## src/rtl/bnn_pkg.sv

```systemverilog
// Shared types and constants for the 2-2-1 binary neural network sequencer.
package bnn_pkg;

   parameter int unsigned W = 16;
   localparam int unsigned NUM_NEURONS = 3;

   typedef logic signed [W-1:0] bnn_w_t;
   // Two guard bits: bias plus two weights can never overflow.
   typedef logic signed [W+1:0] bnn_acc_t;

   typedef enum logic [2:0] {StIdle, StLoad, StMac0, StMac1, StAct} bnn_state_e;

   function automatic bnn_acc_t sext(input bnn_w_t v);
      return {{2{v[W-1]}}, v};
   endfunction

endpackage

```

## src/rtl/bnn_mac.sv

```systemverilog
// Shared accumulator for the sequencer: clear, load bias, add gated weight, >0 compare.
module bnn_mac
   import bnn_pkg::*;
(
   input  logic   clk_i,
   input  logic   rst_i,
   input  logic   clr_i,
   input  logic   load_i,
   input  logic   add_i,
   input  logic   gate_i,
   input  bnn_w_t bias_i,
   input  bnn_w_t weight_i,
   output logic   pos_o
);

   bnn_acc_t acc_d, acc_q;

   always_comb begin
      acc_d = acc_q;
      if (clr_i) begin
         acc_d = '0;
      end else if (load_i) begin
         acc_d = sext(bias_i);
      end else if (add_i && gate_i) begin
         acc_d = acc_q + sext(weight_i);
      end
   end

   always_ff @(posedge clk_i) begin
      if (rst_i) begin
         acc_q <= '0;
      end else begin
         acc_q <= acc_d;
      end
   end

   // Strictly positive: zero activates to 0.
   assign pos_o = !acc_q[W+1] && (|acc_q);

endmodule

```

## src/rtl/bnn_sequencer.sv

```systemverilog
// Evaluates both hidden neurons then the output neuron on one shared MAC,
// one term per cycle, under a start/done handshake.
module bnn_sequencer
   import bnn_pkg::*;
(
   input  logic         clk_i,
   input  logic         rst_i,
   input  logic         start_i,
   input  logic         x0_i,
   input  logic         x1_i,
   input  bnn_w_t [5:0] wt_i,
   input  bnn_w_t [2:0] b_i,
   output logic         busy_o,
   output logic         done_o,
   output logic         out_o,
   output logic [1:0]   h_o
);

   localparam logic [1:0] LastN = 2'(NUM_NEURONS - 1);

   bnn_state_e state_d, state_q;
   logic [1:0] n_d, n_q;
   logic [1:0] xin_d, xin_q;
   logic [1:0] h_d, h_q;
   logic       out_d, out_q;
   logic       busy_d, busy_q;
   logic       done_d, done_q;

   logic       mac_clr, mac_load, mac_add, op_sel, mac_pos;
   logic [1:0] ops;
   logic [2:0] widx;

   // Output neuron consumes the hidden activations of this evaluation.
   assign ops  = (n_q == LastN) ? h_q : xin_q;
   assign widx = {n_q, op_sel};

   always_comb begin
      state_d  = state_q;
      n_d      = n_q;
      xin_d    = xin_q;
      h_d      = h_q;
      out_d    = out_q;
      busy_d   = busy_q;
      done_d   = 1'b0;
      mac_clr  = 1'b0;
      mac_load = 1'b0;
      mac_add  = 1'b0;
      op_sel   = 1'b0;
      unique case (state_q)
         StIdle: begin
            if (start_i) begin
               state_d = StLoad;
               xin_d   = {x1_i, x0_i};
               n_d     = 2'd0;
               busy_d  = 1'b1;
               mac_clr = 1'b1;
            end
         end
         StLoad: begin
            mac_load = 1'b1;
            state_d  = StMac0;
         end
         StMac0: begin
            mac_add = 1'b1;
            state_d = StMac1;
         end
         StMac1: begin
            mac_add = 1'b1;
            op_sel  = 1'b1;
            state_d = StAct;
         end
         StAct: begin
            if (n_q == LastN) begin
               out_d   = mac_pos;
               done_d  = 1'b1;
               busy_d  = 1'b0;
               state_d = StIdle;
            end else begin
               h_d[n_q[0]] = mac_pos;
               n_d         = n_q + 2'd1;
               state_d     = StLoad;
            end
         end
         default: state_d = StIdle;
      endcase
   end

   always_ff @(posedge clk_i) begin
      if (rst_i) begin
         state_q <= StIdle;
         n_q     <= '0;
         xin_q   <= '0;
         h_q     <= '0;
         out_q   <= 1'b0;
         busy_q  <= 1'b0;
         done_q  <= 1'b0;
      end else begin
         state_q <= state_d;
         n_q     <= n_d;
         xin_q   <= xin_d;
         h_q     <= h_d;
         out_q   <= out_d;
         busy_q  <= busy_d;
         done_q  <= done_d;
      end
   end

   bnn_mac u_mac (
      .clk_i    (clk_i),
      .rst_i    (rst_i),
      .clr_i    (mac_clr),
      .load_i   (mac_load),
      .add_i    (mac_add),
      .gate_i   (ops[op_sel]),
      .bias_i   (b_i[n_q]),
      .weight_i (wt_i[widx]),
      .pos_o    (mac_pos)
   );

   assign busy_o = busy_q;
   assign done_o = done_q;
   assign out_o  = out_q;
   assign h_o    = h_q;

endmodule

```

## config.mk

```make
export PLATFORM = sky130hd
export DESIGN_NAME = bnn_sequencer
export DESIGN_NICKNAME = d
export VERILOG_FILES = /design/src/rtl/bnn_pkg.sv /design/src/rtl/bnn_mac.sv /design/src/rtl/bnn_sequencer.sv
export SDC_FILE = /design/constraint.sdc
export NUM_CORES = 1
export LEC_CHECK = 0
export CAP_MARGIN = 15
export CORE_ASPECT_RATIO = 1.25
export CORE_MARGIN = 3
export CORE_UTILIZATION = 25
export CTS_CLUSTER_SIZE = 30
export DETAILED_ROUTE_END_ITERATION = 6
export GPL_TIMING_DRIVEN = 0
export SETUP_SLACK_MARGIN = 0.1
export SLEW_MARGIN = 0
export SYNTH_ARGS = -nofsm -noshare
export SYNTH_HDL_FRONTEND = slang
export SYNTH_SLANG_ARGS = --single-unit
```

## constraint.sdc

```tcl
create_clock -name clk_i -period 3.5 [get_ports clk_i]
set_clock_uncertainty 0.2 [all_clocks]
set_input_delay 0.525 -clock clk_i [delete_from_list [all_inputs] [get_ports clk_i]]
set_output_delay 0.525 -clock clk_i [all_outputs]
set_load 0.01 [all_outputs]
```

==> After elaboration in Yosys (flattened, before gate mapping) <==
Index checks and enable logic that the tools add are counted.
Widths: inputs -> output; s select.
{ "word_totals": {"rom_bits": 0, "output_inout_bits": 5, "mem_count": 0, "ramBits": 0, "latchBits": 0, "in_bits": 149, "reg_bits": 30} }
{ "op_classes": {"eq_ne": 8, "n_mux": 27, "n_lt_le_gt_ge": 5, "n_reduce_logical": 16, "div": 0, "shifts": 0, "add_sub_neg": 2, "bitwise_logic": 2, "mul": 0} }
{ "ops": {"columns": ["cell", "count"], "rows": [
  ["$bmux 16 s3", 1],
  ["$mux 18", 2],
  ["$bmux 16 s2", 1],
  ["$mux 16", 2],
  ["$add 18x16->18", 1],
  ["$reduce_or 18->1", 1],
  ["$pmux 3 s5", 1],
  ["$mux 1", 12],
  ["$eq 3x2->1 const B", 2],
  ["$mux 2", 3],
  ["$ne 2x2->1 const B", 3],
  ["$reduce_and 2->1", 3],
  ["$reduce_and 3->1", 2],
  ["$reduce_or 2->1", 3],
  ["$lt 1x2->1 const B", 2],
  ["$lt 3x4->1 const B", 1],
  ["$pmux 2 s2", 1],
  ["$reduce_bool 2->1", 2],
  ["$eq 3x1->1 const B", 1],
  ["$eq 3x3->1 const B", 1],
  ["$logic_and 1x1->1", 3],
  ["$logic_not 3->1", 1],
  ["$lt 2x3->1 const B", 1],
  ["$mux 3", 1],
  ["other kinds (8)", 9]
]} }

==> Longest topological paths before layout <==
Gate-level depths: netlist of run 1.
{ "logic_depth": {"word_depth": 7, "ltp_mapped": 16} }

==> By module <==
From an unflattened synthesis of run 1, not the netlist that was laid out.
{ "unflattened": {"hier_cells": 403, "hier_area_um2": 3415.8} }
{ "by_module_without_submodules": {"columns": ["mod", "cells_per_inst", "instances", "seq_area_each_um2", "area_per_inst_um2"], "rows": [
  ["bnn_mac", 224, 1, 360.3, 1781.7],
  ["bnn_sequencer", 179, 1, 240.2, 1634.1]
]} }

==> Worst setup path after synthesis of run 1 <==
OpenSTA, ideal clock, no wires.
{ "synth_timing": {"kind": "reg-to-reg", "from": "reg state_q[2]", "to": "reg u_mac.acc_q[17]", "path_buffers": 1, "required_time_ns": 3.169, "t_arrival_ns": 3.251, "path_slack_ns": -0.081, "setup_time_ns": 0.131, "path_stages_with_launch": 14, "period_less_slack_ns": 3.581, "path_cell_list": "dfxtp_1 nand3b_4 buf_2 mux4_2 nand2_1 o21ai_1 ha_1 a21o_1 and4_4 o311ai_2 a21oi_1 o32ai_2 xnor2_1 o22ai_1"} }
{ "synth_via": {"elab_chain_len": 7, "word_cells_on_any_way": 19, "cone_classes": "add/sub: 1; eq/ne: 3; mux: 10; reduce/logical: 5"} }
{ "synth_lines": {"columns": ["element", "line", "text"], "rows": [
  ["from (decl)", "bnn_sequencer.sv:21", "bnn_state_e state_d, state_q;"],
  ["from (signal assigned)", "bnn_sequencer.sv:90", "state_q <= StIdle;"],
  ["from (signal assigned)", "bnn_sequencer.sv:98", "state_q <= state_d;"],
  ["$eq 3x2->1", "bnn_sequencer.sv:49", "unique case (state_q)"],
  ["$mux 1", "bnn_sequencer.sv:49", null],
  ["$bmux 16 s3", "bnn_sequencer.sv:116", ".weight_i (wt_i[widx]),"],
  ["$mux 16 (implied by the code)", "bnn_sequencer.sv:116", null],
  ["$add 18x16->18", "bnn_mac.sv:25", "acc_d = acc_q + sext(weight_i);"],
  ["$mux 18", "bnn_mac.sv:24", "end else if (add_i && gate_i) begin"],
  ["$mux 18", "bnn_mac.sv:22", "end else if (load_i) begin"],
  ["to (signal assigned)", "bnn_mac.sv:31", "acc_q <= '0;"],
  ["to (signal assigned)", "bnn_mac.sv:33", "acc_q <= acc_d;"],
  ["to (decl)", "bnn_mac.sv:16", "bnn_acc_t acc_d, acc_q;"]
]} }
Parallel ways exist; a longest one is shown, timed or not. The select of a mux whose other input is x is not followed.
A chain may end at the register's enable or synchronous reset.

==> Worst setup path after layout of run 1 <==
{ "layout_timing": {"from": "reg state_q[2]", "to": "reg u_mac.acc_q[16]"} }
Same word-level chain as after synthesis.

==> results.md, run 1 <==
- Dominant synthesized flop cell: dfxtp_1
- Cell repeated most along the worst path: buf_6
- Rel. slew slack: 45.08%
- Placed cells: 701
- Synthesized area: 0.003184 mm2
- RSZ-0062 raised after global routing: yes
- Fill count: 1,242
- Port Buf Inserts: 153
- Area Growth Syn to Fin: 75.40%
- Seq cells post-synth: 30
- CP bufs+invs: 4
- Mean post-synth cell area: 8.292 um2
- Post-synthesis sequential area ratio: 18.86%
- Final #Nets: 736
- Post-route cell area: 0.005585 mm2
- Post-synth EDFFs: 0
- CP top delay family: compound AO/OA/AOI/OAI gates
- Sink Count: 30
- Status: finished clean
- Routed len/inst: 16.39 um
- Leak pwr: 2.175 nW
- Area occupied by multi-input gates: 0.002708 mm2
- Crit path DAT: 3.47 ns
- Startpoint Class: register
- Syn_nets: 552
- Max_cap viols: 0
- Largest area contributor in the netlist: dfxtp_1
- Vias: 3,729
- # H-tree levels: 2
- Vias in the first global route: 3,867
- Final ANT Viol Nets: 0
- Storage element area: 606.8 um2
- Synth top area share: 18.86%
- Max-slew violations: 0
- GRT Overall Usage: 16.47%
- N_diodes: 0
- Cells after Synth: 384
- RePlAce Congestion: 0.9265
- Adder-Cell Fraction of Synth Area: 7.701%
- Root Buffer: clkbuf_16
- Worst-path clk slew: 0.05 ns
- Die W: 106.9 um
- Final Util: 45.50%
- HP Class: register to register
- Starting density of the core: 25.94%
- Synth cell count leaders: nand2_1 (49), a21oi_1 (36), mux2i_1 (35)
- Longest Clk Path Bufs: 2
- # setup viols final: 0
- Share of layout cells above drive strength 1: 20.74%
- Total power: 1.541 mW
- Post-synth cell types: 53
- Worst Path Class, Setup: register to register
- Post-Synth Simple-Gate Area: 17.37%
- Yosys warning count: 0
- IO Count: 154
- Post-DP HPWL: 9.714 mm
- Die ar.: 0.01414 mm2
- Hold Violations, Final: 0
- Clock Latency Late Sink: 0.28 ns
- First-pass GRT wire length: 19.13 mm
- Leading cell type by number of instances after synthesis: nand2_1
- Rows: 45
- WL final: 12.02 mm
- Synth Area in Compound Gates: 23.81%
- Max Fclk: 288.9 MHz
- Max VDD drop: 0.0002102 V
- Core area: 0.01227 mm2
- Initial antenna violation count: 0
- Initial DRC count: 146
- Non-Filler Instances: 733
- Drt pass-1 iters: 4
- Final Cycle Share: 98.90%
- Critical path fanouts, max: 10
- Worst Path Required: 3.51 ns
- Peak per-stage delay on the critical path: 0.48 ns
- Top cells by area, synth: dfxtp_1 (19%), mux4_2 (11%), mux2i_1 (11%)
- Hold Buf Count CTS: 0
- Post-DP Area: 0.004933 mm2
- Die H: 132.2 um
- Tmin final: 3.462 ns
- Largest family of logic cells by synthesized area: multiplexers
- Cell Chain, Critical Path: nand3b_4, buf_6, buf_12, buf_6, mux2i_1, o21ai_4, ha_4, inv_2, fa_2, nor2b_2, o2111ai_2, a21oi_4, a211oi_2, or4b_1, a21oi_1
- TritonCTS buffer count: 5
- Vias per std cell: 5.087
- Residual DRC count: 0
- Worst-margin pin slew: 0.8168 ns
- Worst path slowest cell: or4b_1
- Aggregate global routing overflow: 0
- Power per cell area: 275.9 mW/mm2
- Pin count of the biggest net entering global routing: 11
- Synth Area in XOR/XNOR: 3.301%
- Asr flop ratio synth: 0%
- Fin Hold WS: 0.2617 ns
- CP endpoint kind: register
- CTS tree: done
- Mux contribution to synthesized area: 25.15%
-- layer usage --
metal | vias to the layer above | wire length (um) | track usage [%]
met4 | 0 | 204 | 4.193
met3 | 15 | 897 | 3.185
met1 | 1742 | 4958 | 20.12
met2 | 143 | 5957 | 29.38
met5 | - | 0 | 0
li1 | 1829 | - | -
-- layout make-up --
type                            count  area share [%]
Buffer                             20           2.352
Timing Repair Buffer              179           31.38
Clock inverter                      2          0.2240
Sequential cell                    30           10.86
Tap cell                          164           3.674
Inverter                            8          0.5376
Clock buffer                        6           2.487
Multi-Input combinational cell    324           48.48
-- registers in the layout, indices dropped and copies added, names as in the netlist --
signal and flops:
state_q 3, out_o 1, done_o 1, busy_o 1
n_q 2, xin_q 2, h_o 2, u_mac.acc_q 18
-- tightest hold or removal path, delay by kind of cell, from the launching register on --
kind	cells	cell delay [ns]
simple gates	1	0.06
compound gates	1	0.05
flops	1	0.30
-- cells in the final DEF, fill, tap and decap left out, types with 9 or more instances in the layout --
cell type	n
a211oi_1	9
a21oi_1	30
buf_4	21
clkbuf_1	10
clkdlybuf4s50_1	153
dfxtp_1	27
ha_1	11
mux2i_1	34
mux4_2	16
nand2_1	44
nand3_1	10
nor2_1	23
o21ai_0	18
o21ai_1	10
-- per-stage QoR --
stage	setup WS, ns	setup TNS, ns
detailed placement	-0.7025	-4.444
CTS	0.02002	0
global placement	-0.6370	-3.720
global route	-0.1209	-0.3201
finish	0.03840	0
floorplan	0.06107	0
-- timing repair --
action / 4_1_cts / 5_1_grt
pin swaps: 22 / 28
setup buffers: 16 / 10
resized for setup: 48 / 36
setup endpoints to repair: 14 / 10
-- worst paths after layout --
| check | to | slack, ns | cells after the start | start |
|---|---|---|---|---|
| max | u_mac.acc_q[16] | 0.04 | 15 | state_q[2] |
| min | xin_q[0] | 0.26 | 2 | xin_q[0] |
| max reg2reg | u_mac.acc_q[16] | 0.04 | 15 | state_q[2] |
| min reg2reg | xin_q[0] | 0.26 | 2 | xin_q[0] |
-- power breakdown --
part | leakage, nW | internal (mW) | switching, mW
combinational | 1.86 | 0.398 | 0.314
sequential | 0.246 | 0.368 | 0.0272
clock | 0.0729 | 0.281 | 0.153
total | 2.18 | 1.05 | 0.493
-- logic make-up after synthesis --
kind of cell | after synthesis
compound gates | 120
simple gates | 114
mux | 59
buf+inv | 30
flops | 30
fa+ha+maj | 19
xor+xnor | 12
Power figures use the tool's default switching activity.
==> run 2: changes to the inputs <==
HOLD_SLACK_MARGIN = 0.08   (was unset)
==> results of run 2 <==
No change in the layout: final DEF, timing and power equal those of run 1.
==> run 3: changes to the inputs <==
CORE_UTILIZATION = 38   (was 25)
PLACE_DENSITY = 0.79   (was unset)
SETUP_SLACK_MARGIN = unset   (was 0.1)
SKIP_CTS_REPAIR_TIMING = 1   (was unset)
==> run 3 against run 2 <==
Net effect:
- sequential cell count is the same
- wire length shrank 8.8%
- die area shrank 33%
- non-clock buffer count shrank 7
- cell count shrank 10%
- via count shrank 2.4%
- clock power shrank 34%
- largest power group unchanged
==> results.md, run 3 (synthesis results as in run 1) <==
- Status: finished clean
- Worst setup endpoint: u_mac.acc_q[17]
- Die H: 108.3 um (-18%)
- Clock Latency Late Sink: 0.28 ns (about the same)
- Met3 routed WL: 726 um (-19%)
- Port Buf Inserts: 153 (unchanged)
- RePlAce Congestion: 0.9178 (-0.94%)
- WL final: 10.96 mm (-8.8%)
- Pin count of the biggest net entering global routing: 11 (unchanged)
- Max Fclk: 288.7 MHz (about the same)
- Final #Nets: 729 (-0.95%)
- Core area: 0.007973 mm2 (-35%)
- Commonest non-fill, non-tap cell in the layout: clkdlybuf4s50_1
- HP Class: register to register
- Longest Clk Path Bufs: 2 (unchanged)
- Routed len/inst: 16.69 um (+1.8%)
- Vias in the first global route: 3,618 (-6.4%)
- Startpoint Class: register
- Worst-margin pin slew: 0.7253 ns (-0.09153 ns)
- # H-tree levels: 2 (unchanged)
- Initial antenna violation count: 0 (unchanged)
- Biggest regs: u_mac.acc_q: 18 flops, state_q: 3 flops
- Rows: 36 (-20%)
- RSZ-0062 raised after global routing: yes
- Vias: 3,640 (-2.4%)
- Max VDD drop: 0.0002538 V (+21%)
- Most frequent cells in the layout: clkdlybuf4s50_1 (153), nand2_1 (47), mux2i_1 (35), a21oi_1 (32), dfxtp_1 (29)
- Die W: 87.88 um (-18%)
- Worst Path Required: 3.45 ns (-0.06 ns)
- FF-to-FF End: u_mac.acc_q[17]
- Hold Violations, Final: 0 (unchanged)
- GRT Overall Usage: 21.71% (+5.2 points)
- Post-DP HPWL: 8.926 mm (-8.1%)
- Starting density of the core: 39.94% (+14 points)
- CTS tree: done
- Max-slew violations: 0 (unchanged)
- Cells on worst reg2reg path: 13 (-2)
- N_diodes: 0 (unchanged)
- FF-to-FF Start: state_q[2]
- Crit path DAT: 3.42 ns (-0.05 ns)
- Rel. slew slack: 51.24% (+6.2 points)
- Worst-path clk slew: 0.06 ns (about the same)
- TNS Setup: 0 ns (unchanged)
- Post-DP Area: 0.004841 mm2 (-1.9%)
- Drt pass-1 iters: 5 (+1)
- # setup viols final: 0 (unchanged)
- Final ANT Viol Nets: 0 (unchanged)
- Flop-to-flop setup slack: 0.04 ns (about the same)
- Area Growth Syn to Fin: 65.78%
- Share of layout cells above drive strength 1: 16.37% (-4.4 points)
- Residual DRC count: 0 (unchanged)
- Final Cycle Share: 98.98% (about the same)
- Max_cap viols: 0 (unchanged)
- Critical path fanouts, max: 5 (-5)
- Post-route cell area: 0.005279 mm2 (-5.5%)
- Vias per std cell: 5.540 (+8.9%)
- Aggregate global routing overflow: 0 (unchanged)
- DR WL met2: 5.540 mm (-7.0%)
- Sink Count: 30 (unchanged)
- TritonCTS buffer count: 5 (unchanged)
- Fill count: 664 (-47%)
- Power per cell area: 255.3 mW/mm2 (-7.5%)
- Routed length on met1: 4.520 mm (-8.8%)
- Most flops, register: u_mac.acc_q
- Max reg flops: 18 (unchanged)
- Initial DRC count: 179 (+23%)
- Root Buffer: clkbuf_8
- Crit path from: state_q[2]
- First-pass GRT wire length: 16.42 mm (-14%)
- Tmin final: 3.464 ns (+0.002559 ns)
- Worst Path Class, Setup: register to register
- Leak pwr: 2.103 nW (-3.3%)
- Die ar.: 0.009521 mm2 (-33%)
- IO Count: 154 (unchanged)
- DR top layer: met4
- CP endpoint kind: register
[run 3: cell count changes in the layout (fill, tap and decap cells not counted), sizes merged]
cell	previous run	this run
buf	32	25
clkbuf	20	21
clkinvlp	1	0
[run 3: through the flow]
step | hold slack, ns | cells | power (mW) | utilization, % | worst slack [ns]
after global placement | 0.2422 | 632 | 0.9747 | 60.72 | -0.6420
final | 0.2564 | 657 | 1.348 | 66.21 | 0.03584
after detailed placement | 0.2456 | 632 | 0.9891 | 60.72 | -0.6823
after floorplan | 0.2322 | 384 | 0.7338 | - | 0.01588
after CTS | 0.2540 | 640 | 1.277 | 61.86 | -0.7359
after global routing | 0.2877 | 657 | 1.429 | 66.21 | -0.09303
[run 3: power by group]
| part | switching, mW | internal [mW] | total (mW) |
|---|---|---|---|
| sequential | 0.0261 | 0.367 | 0.393 |
| combinational | 0.296 | 0.373 | 0.669 |
| clock | 0.127 | 0.158 | 0.286 |
| total | 0.449 | 0.898 | 1.35 |
[run 3: cell type report]
| type | count | area [um2] | share of cell area [%] |
|---|---|---|---|
| Inverter | 8 | 30.03 | 0.5689 |
| Multi-Input combinational cell | 324 | 2603 | 49.30 |
| Clock inverter | 1 | 5.005 | 0.09481 |
| Clock buffer | 7 | 86.33 | 1.635 |
| Sequential cell | 30 | 604.3 | 11.45 |
| Tap cell | 95 | 118.9 | 2.252 |
| Timing Repair Buffer | 170 | 1684 | 31.90 |
| Buffer | 22 | 147.6 | 2.797 |
[run 3: worst min path at each step]
stage,startpoint,end,slack [ns],depth (start not counted)
after floorplan,xin_q[0],xin_q[0],0.23,2
after global placement,xin_q[0],xin_q[0],0.24,2
after detailed placement,xin_q[0],xin_q[0],0.25,2
after CTS,xin_q[0],xin_q[0],0.25,2
after global routing,state_q[2],state_q[1],0.29,1
final,xin_q[0],xin_q[0],0.26,2
[run 3: per-layer routing]
layer  track usage (%)  vias up
met3             3.582       13
li1                  -     1813
met2             40.57      137
met5                 0        -
met1             24.98     1677
met4             5.921        0
[run 3: worst max-delay path: stages (launching register included)]
cell and delay [ns]:
dfxtp_4 0.37, nand3b_4 0.21, buf_12 0.14, mux4_2 0.49, nand2_1 0.07, o21ai_1 0.07, ha_1 0.36, a21o_1 0.22
and4_4 0.16, o311ai_4 0.35, a21oi_2 0.13, o32ai_2 0.28, xnor2_1 0.18, o22ai_1 0.09
